===== config.mk =====
export PLATFORM = sky130hd
export DESIGN_NAME = axi_wr_arbiter
export DESIGN_NICKNAME = d
export VERILOG_FILES = /design/src/rtl/axi_wr_arbiter.sv
export SDC_FILE = /design/constraint.sdc
export NUM_CORES = 1
export LEC_CHECK = 0
export ABC_AREA = 1
export BUFFER_PORTS_ARGS = -buffer_cell sky130_fd_sc_hd__buf_4
export CAP_MARGIN = 15
export CELL_PAD_IN_SITES_DETAIL_PLACEMENT = 2
export CELL_PAD_IN_SITES_GLOBAL_PLACEMENT = 2
export CORE_ASPECT_RATIO = 1.2
export CORE_MARGIN = 4
export CORE_UTILIZATION = 10
export DETAILED_ROUTE_END_ITERATION = 10
export HOLD_SLACK_MARGIN = 0.03
export PLACE_DENSITY = 0.78
export SYNTH_ARGS = -nofsm -noshare
export SYNTH_HDL_FRONTEND = slang
export SYNTH_SLANG_ARGS = --single-unit

===== constraint.sdc =====
create_clock -name clk -period 2.1 [get_ports clk]
set_input_delay 0.315 -clock clk [delete_from_list [all_inputs] [get_ports clk]]
set_output_delay 0.315 -clock clk [all_outputs]
set_load 0.02 [all_outputs]

===== src/rtl/axi_wr_arbiter.sv =====
// 2:1 AXI write-channel arbiter: round-robin AW grant, W routed in AW-grant order, B routed by ID MSB.
// Optional macro ARB_LEN_CHECK_EN adds per-burst beat counting with a sticky len_err flag.
module axi_wr_arbiter #(
   parameter int PID_WIDTH     = 4,
   parameter int PADDR_WIDTH   = 32,
   parameter int PLENGTH_WIDTH = 8,
   parameter int PDATA_WIDTH   = 4,
   parameter int OQ_DEPTH      = 4
) (
   input  logic                           clk,
   input  logic                           rst_n,
   input  logic [1:0]                     m_awvalid,
   output logic [1:0]                     m_awready,
   input  logic [2*PID_WIDTH-1:0]         m_awid,
   input  logic [2*PADDR_WIDTH-1:0]       m_awaddr,
   input  logic [2*PLENGTH_WIDTH-1:0]     m_awlen,
   input  logic [1:0]                     m_wvalid,
   output logic [1:0]                     m_wready,
   input  logic [2*8*PDATA_WIDTH-1:0]     m_wdata,
   input  logic [2*PDATA_WIDTH-1:0]       m_wstrb,
   input  logic [1:0]                     m_wlast,
   output logic [1:0]                     m_bvalid,
   input  logic [1:0]                     m_bready,
   output logic [2*PID_WIDTH-1:0]         m_bid,
   output logic [3:0]                     m_bresp,
   output logic                           s_awvalid,
   input  logic                           s_awready,
   output logic [PID_WIDTH:0]             s_awid,
   output logic [PADDR_WIDTH-1:0]         s_awaddr,
   output logic [PLENGTH_WIDTH-1:0]       s_awlen,
   output logic                           s_wvalid,
   input  logic                           s_wready,
   output logic [8*PDATA_WIDTH-1:0]       s_wdata,
   output logic [PDATA_WIDTH-1:0]         s_wstrb,
   output logic                           s_wlast,
   input  logic                           s_bvalid,
   output logic                           s_bready,
   input  logic [PID_WIDTH:0]             s_bid,
   input  logic [1:0]                     s_bresp,
   output logic                           len_err
);
   localparam int WW = 8 * PDATA_WIDTH;
   localparam int PW = $clog2(OQ_DEPTH);
   localparam int CW = PW + 1;
   localparam logic [CW-1:0] FULL_CNT = CW'(OQ_DEPTH);

   // Every channel follows valid/ready: a transfer happens on the rising edge where both are high.
   typedef enum logic {S_IDLE, S_GRANT} aw_state_t;
   aw_state_t state, state_nxt;

   logic          grant_idx, last_served, pick_idx, head, b_sel;
   logic          aw_hs, push, pop, q_full, q_empty;
   logic [PW-1:0] wr_ptr, rd_ptr;
   logic [CW-1:0] count;
   logic [OQ_DEPTH-1:0] idx_mem;

   logic [PID_WIDTH-1:0]     aw_id   [2];
   logic [PADDR_WIDTH-1:0]   aw_addr [2];
   logic [PLENGTH_WIDTH-1:0] aw_len  [2];
   logic [WW-1:0]            w_data  [2];
   logic [PDATA_WIDTH-1:0]   w_strb  [2];

   always_comb begin
      for (int i = 0; i < 2; i++) begin
         aw_id[i]   = m_awid[i*PID_WIDTH +: PID_WIDTH];
         aw_addr[i] = m_awaddr[i*PADDR_WIDTH +: PADDR_WIDTH];
         aw_len[i]  = m_awlen[i*PLENGTH_WIDTH +: PLENGTH_WIDTH];
         w_data[i]  = m_wdata[i*WW +: WW];
         w_strb[i]  = m_wstrb[i*PDATA_WIDTH +: PDATA_WIDTH];
      end
   end

   assign q_full   = (count == FULL_CNT);
   assign q_empty  = (count == '0);
   assign head     = idx_mem[rd_ptr];
   // Tie goes to the master that was not served last.
   assign pick_idx = (&m_awvalid) ? ~last_served : m_awvalid[1];
   assign aw_hs    = s_awvalid & s_awready;
   assign push     = aw_hs;
   assign pop      = s_wvalid & s_wready & s_wlast;

   always_ff @(posedge clk or negedge rst_n) begin
      if (!rst_n) state <= S_IDLE;
      else        state <= state_nxt;
   end

   always_comb begin
      state_nxt = state;
      case (state)
         S_IDLE:  if ((|m_awvalid) && !q_full) state_nxt = S_GRANT;
         S_GRANT: if (aw_hs) state_nxt = S_IDLE;
         default: state_nxt = S_IDLE;
      endcase
   end

   always_comb begin
      s_awvalid = 1'b0;
      m_awready = '0;
      s_awid    = {grant_idx, aw_id[grant_idx]};
      s_awaddr  = aw_addr[grant_idx];
      s_awlen   = aw_len[grant_idx];
      if (state == S_GRANT) begin
         s_awvalid            = m_awvalid[grant_idx];
         m_awready[grant_idx] = s_awready;
      end
   end

   always_ff @(posedge clk or negedge rst_n) begin
      if (!rst_n) begin
         grant_idx   <= 1'b0;
         last_served <= 1'b1;
      end else begin
         if (state == S_IDLE && state_nxt == S_GRANT) grant_idx <= pick_idx;
         if (aw_hs) last_served <= grant_idx;
      end
   end

   // Order queue of granted master indices; the head owns the W channel.
   always_ff @(posedge clk or negedge rst_n) begin
      if (!rst_n) begin
         wr_ptr  <= '0;
         rd_ptr  <= '0;
         count   <= '0;
         idx_mem <= '0;
      end else begin
         if (push) begin
            idx_mem[wr_ptr] <= grant_idx;
            wr_ptr          <= wr_ptr + 1'b1;
         end
         if (pop) rd_ptr <= rd_ptr + 1'b1;
         if (push && !pop)      count <= count + 1'b1;
         else if (pop && !push) count <= count - 1'b1;
      end
   end

   always_comb begin
      s_wvalid = 1'b0;
      m_wready = '0;
      s_wdata  = w_data[head];
      s_wstrb  = w_strb[head];
      s_wlast  = m_wlast[head];
      if (!q_empty) begin
         s_wvalid       = m_wvalid[head];
         m_wready[head] = s_wready;
      end
   end

   assign b_sel = s_bid[PID_WIDTH];

   always_comb begin
      m_bvalid        = '0;
      m_bvalid[b_sel] = s_bvalid;
      s_bready        = m_bready[b_sel];
      m_bid           = {2{s_bid[PID_WIDTH-1:0]}};
      m_bresp         = {2{s_bresp}};
   end

`ifdef ARB_LEN_CHECK_EN
   logic [PLENGTH_WIDTH-1:0] len_mem [OQ_DEPTH];
   logic [PLENGTH_WIDTH:0]   beat_cnt, head_len;
   logic                     w_hs;

   assign w_hs     = s_wvalid & s_wready;
   assign head_len = {1'b0, len_mem[rd_ptr]};

   // Flag a last beat at the wrong count, or a non-last beat where the burst should end.
   always_ff @(posedge clk or negedge rst_n) begin
      if (!rst_n) begin
         for (int i = 0; i < OQ_DEPTH; i++) len_mem[i] <= '0;
         beat_cnt <= '0;
         len_err  <= 1'b0;
      end else begin
         if (push) len_mem[wr_ptr] <= s_awlen;
         if (w_hs) begin
            if (s_wlast) begin
               if (beat_cnt != head_len) len_err <= 1'b1;
               beat_cnt <= '0;
            end else begin
               if (beat_cnt == head_len) len_err <= 1'b1;
               beat_cnt <= beat_cnt + 1'b1;
            end
         end
      end
   end
`else
   assign len_err = 1'b0;
`endif

endmodule

==> results.toml, run 1 <==
[synthesis]
synthTopCellsByArea = "nand2_1 50%, dfrtp_1 16%, buf_4 5.2%, buf_6 4.5%, inv_1 3.6%"
syn_inst = 383
yosysMostFrequentCell = "nand2_1"
syn-num-nets = 569
ys.flop_type = "dfrtp_1"
netlist_top_cells_count = "265 x nand2_1, 19 x inv_1, 14 x buf_4"
ys_types = 28
yosysSeqAreaShare_pct = 17.51
ys_ff_latch = 14
synth_edf_count = 0
synth.avg_cell_area_um2 = 5.243
synthArstFlopShare_pct = 100.0
syn_area_um2 = 2008
yosysTopAreaCell = "nand2_1"
yosysWarnings = 0
yosysTopAreaCellShare_pct = 49.53

[routing]
dr_wl_met3_um = 2480
via_count = 3404
wl_per_cell_um = 14.58
drtPass1Iterations = 4
drt_iter0_markers = 52
met2_length_um = 6025
viasPerCell = 3.812
route.detailed.drc = 0
wl_met1_um = 4425
topRoutingLayerUsed = "met4"
antenna_left = 0
wl_um = 13020

[finish]
fin_cells = 893
layout-drive-gt1-share_pct = 47.94
diodes = 0
area_growth_pct = 116.3
final_cell_area_um2 = 4344
multi_input_area_um2 = 1409
ff_latch_area_um2 = 352.8
fillers = 2438
layout.nets = 819

[timing]
rsz0062_at_grt = "true"
fin_crit_sh_pct = 98.26
clock-skew-final_ns = 0.003954
fin_crit_ns = 2.063
max_freq_mhz = 484.6
max_slew_margin_pct = 66.19
finalHoldViolations = 0
finalSetupViolations = 0
finalMaxSlewViolations = 0
worst_pin_slew_ns = 0.5072

[place]
place.gp.congestion = 0.6882
placedCellCount = 888
post_dp_cell_area_um2 = 4179
io_buffers = 264
dp_hpwl_um = 11210

[worst_setup_path]
cp.required_ns = 2.22
slowest_delay_ns = 0.46
worstPathCellList = "inv_1 > nand2_1 > nand2_4 > nor2_4 > nor2_4 > nand3_4 > ha_4 > inv_2 > fa_2 > a21oi_2 > o21ai_1 > xor2_1"
worst-path-buf-inv = 2
crit_path_max_fanout = 5
crit_path_start_kind = "flip-flop"
cpMostUsedCell = "nor2_4"
cp.arrival_ns = 2.19
worst-setup-path-type = "flip-flop to flip-flop"
critical_path.top_delay_family = "adder cells"
critPathSlowestCell = "dfrtp_1"
crit_path_end_kind = "flip-flop"

[clock_tree]
post_cts_buffers = 0
clockRootBuffer = "clkbuf_16"
clk_path_buf_depth = 2
clk_latency_ns = 0.25
cts.sinks = 14
htree_levels = 1
cts_tree = "done"
clk_pin_slew_ns = 0.05
numCtsBuffers = 3

[grt]
grt-ovfl-total = 0
grt_max_degree = 48
grt_usage_pct = 10.71
antenna_found_initial = 0
grt_pass1_vias = 3692
grt_first_pass_wirelength_um = 18850

[die]
fp.coreArea_um2 = 19620
initial_utilization_pct = 10.24
die-area_um2 = 22420
fp.dieW_um = 137.4
rows = 56
pin_count = 284
die_h_um = 163.2

[job]
cap_viol_max_count = 0

[power]
power_density_nw_per_um2 = 1464
power.leakage_nw = 2.556
ir_drop_mv = 0.4780

[hold_path]
holdCritPathClass = "primary input to flip-flop"

[outcome]
status = "finished clean"
-- cells by family after synthesis --
logic type / count (synthesis) / share of synthesized area, %
AOI/OAI and AO/OA: 16 / 4.237
muxes: 1 / 0.5607
other: 1 / 0.1867
and+or+nand+nor: 288 / 56.01
adders and majority gates: 6 / 4.112
DFF: 14 / 17.51
buffers and inverters: 53 / 15.64
xor gates and xnor gates: 4 / 1.745
-- through the flow --
| step | hold WS [ns] | utilization [%] | setup TNS, ns | setup WS (ns) | total power (W) |
|---|---|---|---|---|---|
| after floorplan | 0.01941 | - | 0 | 0.03952 | 0.003725 |
| final | 0.3703 | 22.14 | 0 | 0.03658 | 0.006362 |
| after CTS | 0.3701 | 21.83 | 0 | 0.02005 | 0.006403 |
| after global routing | 0.4024 | 22.14 | -0.2700 | -0.08102 | 0.006993 |
| after global placement | 0.1788 | 21.30 | 0 | 0.05219 | 0.005839 |
| after detailed placement | 0.1795 | 21.30 | -0.04539 | -0.04539 | 0.005958 |
-- report_power, final --
part	internal [W]	switching, W	leakage (nW)
logic	0.00212	0.00334	2.35
registers	0.000414	0.000117	0.163
clock network	0.000257	0.000113	0.0382
total	0.00279	0.00357	2.56
-- worst paths after layout --
check	from	endpoint	slack, ns	cells after the start
min reg2reg	last_served$_DFFE_PN1P_	last_served$_DFFE_PN1P_	0.48	2
min in group asynchronous	rst_n	count[1]$_DFFE_PN0P_	0.48	2
min	m_awvalid[1]	grant_idx$_DFFE_PN0P_	0.37	3
max	rd_ptr[1]$_DFFE_PN0P_	count[2]$_DFFE_PN0P_	0.04	12
max reg2reg	rd_ptr[1]$_DFFE_PN0P_	count[2]$_DFFE_PN0P_	0.04	12
max in group asynchronous	rst_n	last_served$_DFFE_PN1P_	1.38	2
-- metal layers --
metal / track usage [%] / up-vias
met4: 1.951 / 0
met2: 19.12 / 239
met5: 0 / -
met1: 10.42 / 1529
li1: - / 1632
met3: 6.932 / 4
-- state kept, by name (all words and copies together), names as in the netlist --
name	count
last_served	1
count	3
grant_idx	1
wr_ptr	2
state	1
idx_mem	4
rd_ptr	2
-- cells in the final DEF, fill, tap and decap left out --
cell type,count
buf_6,1
ha_1,4
dlygate4sd3_1,1
a21oi_1,3
a21oi_4,1
xor2_1,3
clkbuf_1,1
nand4_1,2
o21ai_0,9
a31oi_1,1
clkbuf_16,3
inv_1,18
dfrtp_2,1
nor2_4,2
nand2_4,1
nand3_4,1
dfstp_2,1
buf_4,274
o21ai_1,1
dfrtp_1,12
conb_1,1
a21oi_2,1
nand2_2,7
buf_12,1
nor3_1,2
nand3_2,3
mux2_2,1
nand3_1,3
xnor2_1,1
nand2_1,262
nor2_1,5
fa_2,1
inv_2,3
ha_4,1
-- layout make-up --
| cell class | count | share of cell area (%) |
|---|---|---|
| Clock buffer | 4 | 1.815 |
| Inverter | 21 | 1.815 |
| Multi-Input combinational cell | 316 | 32.43 |
| Sequential cell | 14 | 8.122 |
| Tap cell | 261 | 7.517 |
| Timing Repair Buffer | 277 | 48.30 |
-- what timing repair did --
item / CTS / global route
gates cloned: 0 / 0
hold buffers: 1 / 0
resized for setup: 5 / 15
endpoints found under the setup margin: 7 / 38
pin swaps: 1 / 5
hold endpoints to repair: 13 / 0
-- worst register-to-register path, delay by kind of cell, from the launching register on --
family	cells	cell delay, ns
fa+ha+maj	2	0.49
flops	1	0.46
compound gates	2	0.21
simple gates	5	0.47
buf+inv	2	0.16
xor+xnor	1	0.15
No activity file was read; power rests on OpenSTA's default activity.
==> run 2: changes to the inputs <==
--- a/config.mk
+++ b/config.mk
@@ -12,10 +12,10 @@
 export CELL_PAD_IN_SITES_GLOBAL_PLACEMENT = 2
 export CORE_ASPECT_RATIO = 1.2
 export CORE_MARGIN = 4
-export CORE_UTILIZATION = 10
+export CORE_UTILIZATION = 12
 export DETAILED_ROUTE_END_ITERATION = 10
 export HOLD_SLACK_MARGIN = 0.03
-export PLACE_DENSITY = 0.78
+export PLACE_DENSITY = 0.87
 export SYNTH_ARGS = -nofsm -noshare
 export SYNTH_HDL_FRONTEND = slang
 export SYNTH_SLANG_ARGS = --single-unit
==> constraint.sdc (replaced) <==
create_clock -name clk -period 2.6 [get_ports clk]
set_input_delay 0.39 -clock clk [delete_from_list [all_inputs] [get_ports clk]]
set_output_delay 0.39 -clock clk [all_outputs]
set_load 0.02 [all_outputs]
==> results.toml, run 2 (synthesis results as in run 1) <==
[outcome]
status = "finished clean"

[power]
power_density_nw_per_um2 = 1174
intPower_w = 0.002112
swShare_pct = 56.64
clockPowerShare_pct = 6.1
ir_drop_mv = 0.2795
combPwrFrac_pct = 85.0
p_seq_share_pct = 8.8
power.leakage_nw = 2.506
p_switching_w = 0.002758

[timing]
clock-skew-final_ns = 0.004612
fin_crit_ns = 2.263
finalSetupViolations = 0
finalMaxSlewViolations = 0
fin_crit_sh_pct = 87.03
finalHoldViolations = 0
finalSetupTns_ns = 0
max_freq_mhz = 441.9
rsz0062_at_grt = "false"
fin_ws_ns = 0.3372
whs_ns = 0.4437

[clock_tree]
clockRootBuffer = "clkbuf_16"
cts.sinks = 14
clk_path_buf_depth = 2
numCtsBuffers = 3
cts_tree = "done"
clk_latency_ns = 0.25
htree_levels = 1
post_cts_buffers = 0
clk_pin_slew_ns = 0.05

[worst_setup_path]
slowest_delay_ns = 0.46
worstPathCellList = "inv_2 > nand2_2 > nand2_1 > nand2_1 > nand2_2 > nor2_2 > nor2_4 > nand3_2 > ha_1 > inv_1 > fa_1 > a21oi_1 > o21ai_0 > xor2_1"
cp.required_ns = 2.71
crit_path_max_fanout = 6
cp.arrival_ns = 2.38
worst-path-buf-inv = 2
critPathSlowestCell = "dfrtp_1"
crit_path_start_kind = "flip-flop"
critical_path.top_delay_family = "simple AND/OR/NAND/NOR gates"
crit_path_end_kind = "flip-flop"
worst-setup-path-type = "flip-flop to flip-flop"

[routing]
wl_um = 12410
wl_per_cell_um = 14.82
viasPerCell = 4.000
route.detailed.drc = 0
drtPass1Iterations = 3
antenna_left = 0
via_count = 3348
drt_iter0_markers = 49

[hold_path]
holdCritPathClass = "primary input to flip-flop"

[grt]
grt_max_degree = 48
grt_pass1_vias = 3657
grt_first_pass_wirelength_um = 18740
antenna_found_initial = 1
grt_usage_pct = 12.33
grt-ovfl-total = 0

[die]
fp.dieW_um = 126.1
initial_utilization_pct = 12.29
rows = 51
fp.coreArea_um2 = 16340
die_h_um = 149.7
die-area_um2 = 18880
pin_count = 284

[job]
cap_viol_max_count = 0

[finish]
layout.nets = 812
final_cell_mix = "269 x buf_4, 265 x nand2_1, 19 x inv_1"
layout-drive-gt1-share_pct = 45.60
top_regs = "idx_mem (4), count (3)"
final_common_cell = "buf_4"
final_cell_area_um2 = 4146
diodes = 0
largest_register_ffs = 4
largest_register = "idx_mem"
area_growth_pct = 106.5

[place]
place_ws_ns = 0.2891
place.gp.congestion = 0.7214
io_buffers = 264
dp_hpwl_um = 10980
post_dp_cell_area_um2 = 4058
## run 2: final cells by class
class / count / area, um^2
flip-flops and latches: 14 / 351.6
clock buffers: 4 / 78.83
multi-input cells: 316 / 1343
repair buffers: 270 / 2029
well taps: 212 / 265.3
fillers: 2077 / 12190
inverters: 21 / 78.83
## run 2: through the flow
step / std cells / total power, W / utilization (%)
after global routing: 837 / 0.005386 / 25.38
after detailed placement: 832 / 0.004708 / 24.84
after global placement: 832 / 0.004617 / 24.84
after CTS: 837 / 0.005027 / 25.38
after floorplan: 383 / 0.002999 / -
final: 837 / 0.004870 / 25.38
## run 2: power by group through the flow
stage	Sequential [W]	Clock (W)	Combinational, W
floorplan	0.000405	0	0.00259
global placement	0.000428	0	0.00419
detailed placement	0.000436	0	0.00427
CTS	0.000434	0.000308	0.00428
global route	0.000452	0.000320	0.00461
finish	0.000431	0.000298	0.00414
## run 2: final timing paths
check,slack [ns],cells past startpoint,to,start
setup / recovery,0.34,14,count[2]$_DFFE_PN0P_,rd_ptr[0]$_DFFE_PN0P_
hold / removal,0.44,3,grant_idx$_DFFE_PN0P_,m_awvalid[1]
setup reg to reg,0.34,14,count[2]$_DFFE_PN0P_,rd_ptr[0]$_DFFE_PN0P_
hold reg to reg,0.48,2,last_served$_DFFE_PN1P_,last_served$_DFFE_PN1P_
max in group asynchronous,1.81,2,last_served$_DFFE_PN1P_,rst_n
min in group asynchronous,0.54,2,wr_ptr[1]$_DFFE_PN0P_,rst_n
## run 2: what timing repair did
| action | in CTS | in global routing |
|---|---|---|
| hold buffers | 1 | 0 |
| resized for setup | 0 | 0 |
| endpoints found under the hold margin | 13 | 0 |
## run 2: worst reg2reg max path, delay by kind of cell (launching register included)
kind / cells / cell delay (ns)
AOI/OAI and AO/OA: 2 / 0.26
xor gates and xnor gates: 1 / 0.16
adders and majority gates: 2 / 0.53
buffers and inverters: 2 / 0.16
DFF: 1 / 0.46
and+or+nand+nor: 7 / 0.56
## run 2: metal layers
layer	GRT usage, %	share of wire [%]
met4	1.609	0.77
met2	22.92	49
met5	0	0.10
met3	5.712	14
met1	13.05	36
==> run 3: changes to the inputs <==
--- a/config.mk
+++ b/config.mk
@@ -13,6 +13,7 @@
 export CORE_ASPECT_RATIO = 1.2
 export CORE_MARGIN = 4
 export CORE_UTILIZATION = 12
+export CTS_BUF_LIST = sky130_fd_sc_hd__clkbuf_2
 export DETAILED_ROUTE_END_ITERATION = 10
 export HOLD_SLACK_MARGIN = 0.03
 export PLACE_DENSITY = 0.87
==> results.toml, run 3 (synthesis results as in run 1) <==
[hold_path]
holdCritPathClass = "primary input to flip-flop"
min_to = "rd_ptr[1]$_DFFE_PN0P_"
hold_depth = 3
hold_start = "s_wready"

[worst_setup_path]
crit_path_start_kind = "flip-flop"
cp.arrival_ns = 2.44
worst-setup-path-type = "flip-flop to flip-flop"
reg2reg_depth = 13
crit_path_end_kind = "flip-flop"
timing.rr.end = "count[2]$_DFFE_PN0P_"
regToRegSetupSlack_ns = 0.32
cp.required_ns = 2.76
crit_path_max_fanout = 6
rr_startpoint = "rd_ptr[0]$_DFFE_PN0P_"

[routing]
drtPass1Iterations = 3
viasPerCell = 3.993
route.detailed.drc = 0
wl_per_cell_um = 14.75
antenna_left = 0
wl_um = 12350
via_count = 3342
drt_iter0_markers = 53

[die]
fp.coreArea_um2 = 16340
rows = 51
die-area_um2 = 18880
initial_utilization_pct = 12.29
pin_count = 284
fp.dieW_um = 126.1
die_h_um = 149.7

[power]
power_density_nw_per_um2 = 1146
ir_drop_mv = 0.2795
power.leakage_nw = 2.483

[timing]
fin_crit_ns = 2.284
rsz0062_at_grt = "false"
finalSetupTns_ns = 0
fin_crit_sh_pct = 87.85
max_freq_mhz = 437.8
fin_ws_ns = 0.3159
clock-skew-final_ns = 0.01810
finalSetupViolations = 0
finalMaxSlewViolations = 0
finalHoldViolations = 0
whs_ns = 0.3869

[clock_tree]
post_cts_buffers = 0
clk_latency_ns = 0.28
clk_path_buf_depth = 2
clk_pin_slew_ns = 0.16
cts_tree = "done"
numCtsBuffers = 3
cts.sinks = 14
clockRootBuffer = "clkbuf_2"
htree_levels = 1

[finish]
fin_cells = 837
largest_register = "idx_mem"
final_cell_mix = "269 x buf_4, 265 x nand2_1, 19 x inv_1"
top_regs = "idx_mem (4), count (3)"
area_growth_pct = 103.6
final_common_cell = "buf_4"
layout.nets = 812
largest_register_ffs = 4
diodes = 0
layout-drive-gt1-share_pct = 45.92

[grt]
grt_max_degree = 48
grt_pass1_vias = 3649
antenna_found_initial = 1
grt-ovfl-total = 0
grt_usage_pct = 12.18
use_met2_pct = 22.71
use_met3_pct = 5.391
met1_usage_pct = 13.05
grt_first_pass_wirelength_um = 18660
busiest_layer = "met2"

[place]
place.gp.congestion = 0.7214
dp_hpwl_um = 10980
io_buffers = 264
place_ws_ns = 0.2891
placedCellCount = 832

[job]
cap_viol_max_count = 0

[outcome]
status = "finished clean"
run 3: power breakdown:
part / internal [W] / total (W) / leakage (nW) / switching, W
registers: 0.000332 / 0.000431 / 0.163 / 0.0000985
clock network: 0.0000408 / 0.000115 / 0.0166 / 0.0000745
logic: 0.00157 / 0.00414 / 2.30 / 0.00257
total: 0.00194 / 0.00468 / 2.48 / 0.00274
run 3: critical path, cell delays in order, from the launching register on:
cell	delay [ns]
dfrtp_2	0.49
nand2_1	0.11
nand2_1	0.07
nand2_1	0.07
nand2_2	0.07
nor2_2	0.13
nor2_4	0.06
nand3_2	0.09
ha_1	0.15
inv_1	0.07
fa_1	0.39
a21oi_1	0.17
o21ai_0	0.13
xor2_1	0.16
run 3: what timing repair did:
item,4_1_cts,5_1_grt
hold endpoints to repair,13,0
hold buffers,1,0
setup endpoints to repair,0,1
gates resized for setup,0,1
run 3: worst max-delay path by stage:
stage	start	endpoint	slack, ns	cells after the start
floorplan	grant_idx$_DFFE_PN0P_	count[2]$_DFFE_PN0P_	0.49	11
global placement	rd_ptr[0]$_DFFE_PN0P_	count[2]$_DFFE_PN0P_	0.43	14
detailed placement	rd_ptr[0]$_DFFE_PN0P_	count[2]$_DFFE_PN0P_	0.29	14
CTS	rd_ptr[0]$_DFFE_PN0P_	count[2]$_DFFE_PN0P_	0.26	14
global route	rd_ptr[0]$_DFFE_PN0P_	count[2]$_DFFE_PN0P_	0.06	13
finish	rd_ptr[0]$_DFFE_PN0P_	count[2]$_DFFE_PN0P_	0.32	13
run 3: routing by layer:
metal / routed length (um) / share of wire, %
met5: 13 / 0.11
met3: 1701 / 14
met1: 4550 / 37
met4: 66 / 0.53
met2: 6017 / 49
run 3: cell type report:
| type | instances | area (um^2) |
|---|---|---|
| fill | 2079 | 12250 |
| timing repair buffer | 270 | 2029 |
| multi-input combinational | 316 | 1343 |
| sequential | 14 | 352.8 |
| tap | 212 | 265.3 |
| inverter | 21 | 78.83 |
| clock buffer | 4 | 20.02 |
run 3: through the flow:
stage | utilization (%) | power (W) | cell area (um^2)
floorplan | - | 0.002999 | 2008
CTS | 25.02 | 0.004832 | 4088
finish | 25.03 | 0.004685 | 4089
global placement | 24.84 | 0.004617 | 4058
global route | 25.03 | 0.005191 | 4089
detailed placement | 24.84 | 0.004708 | 4058
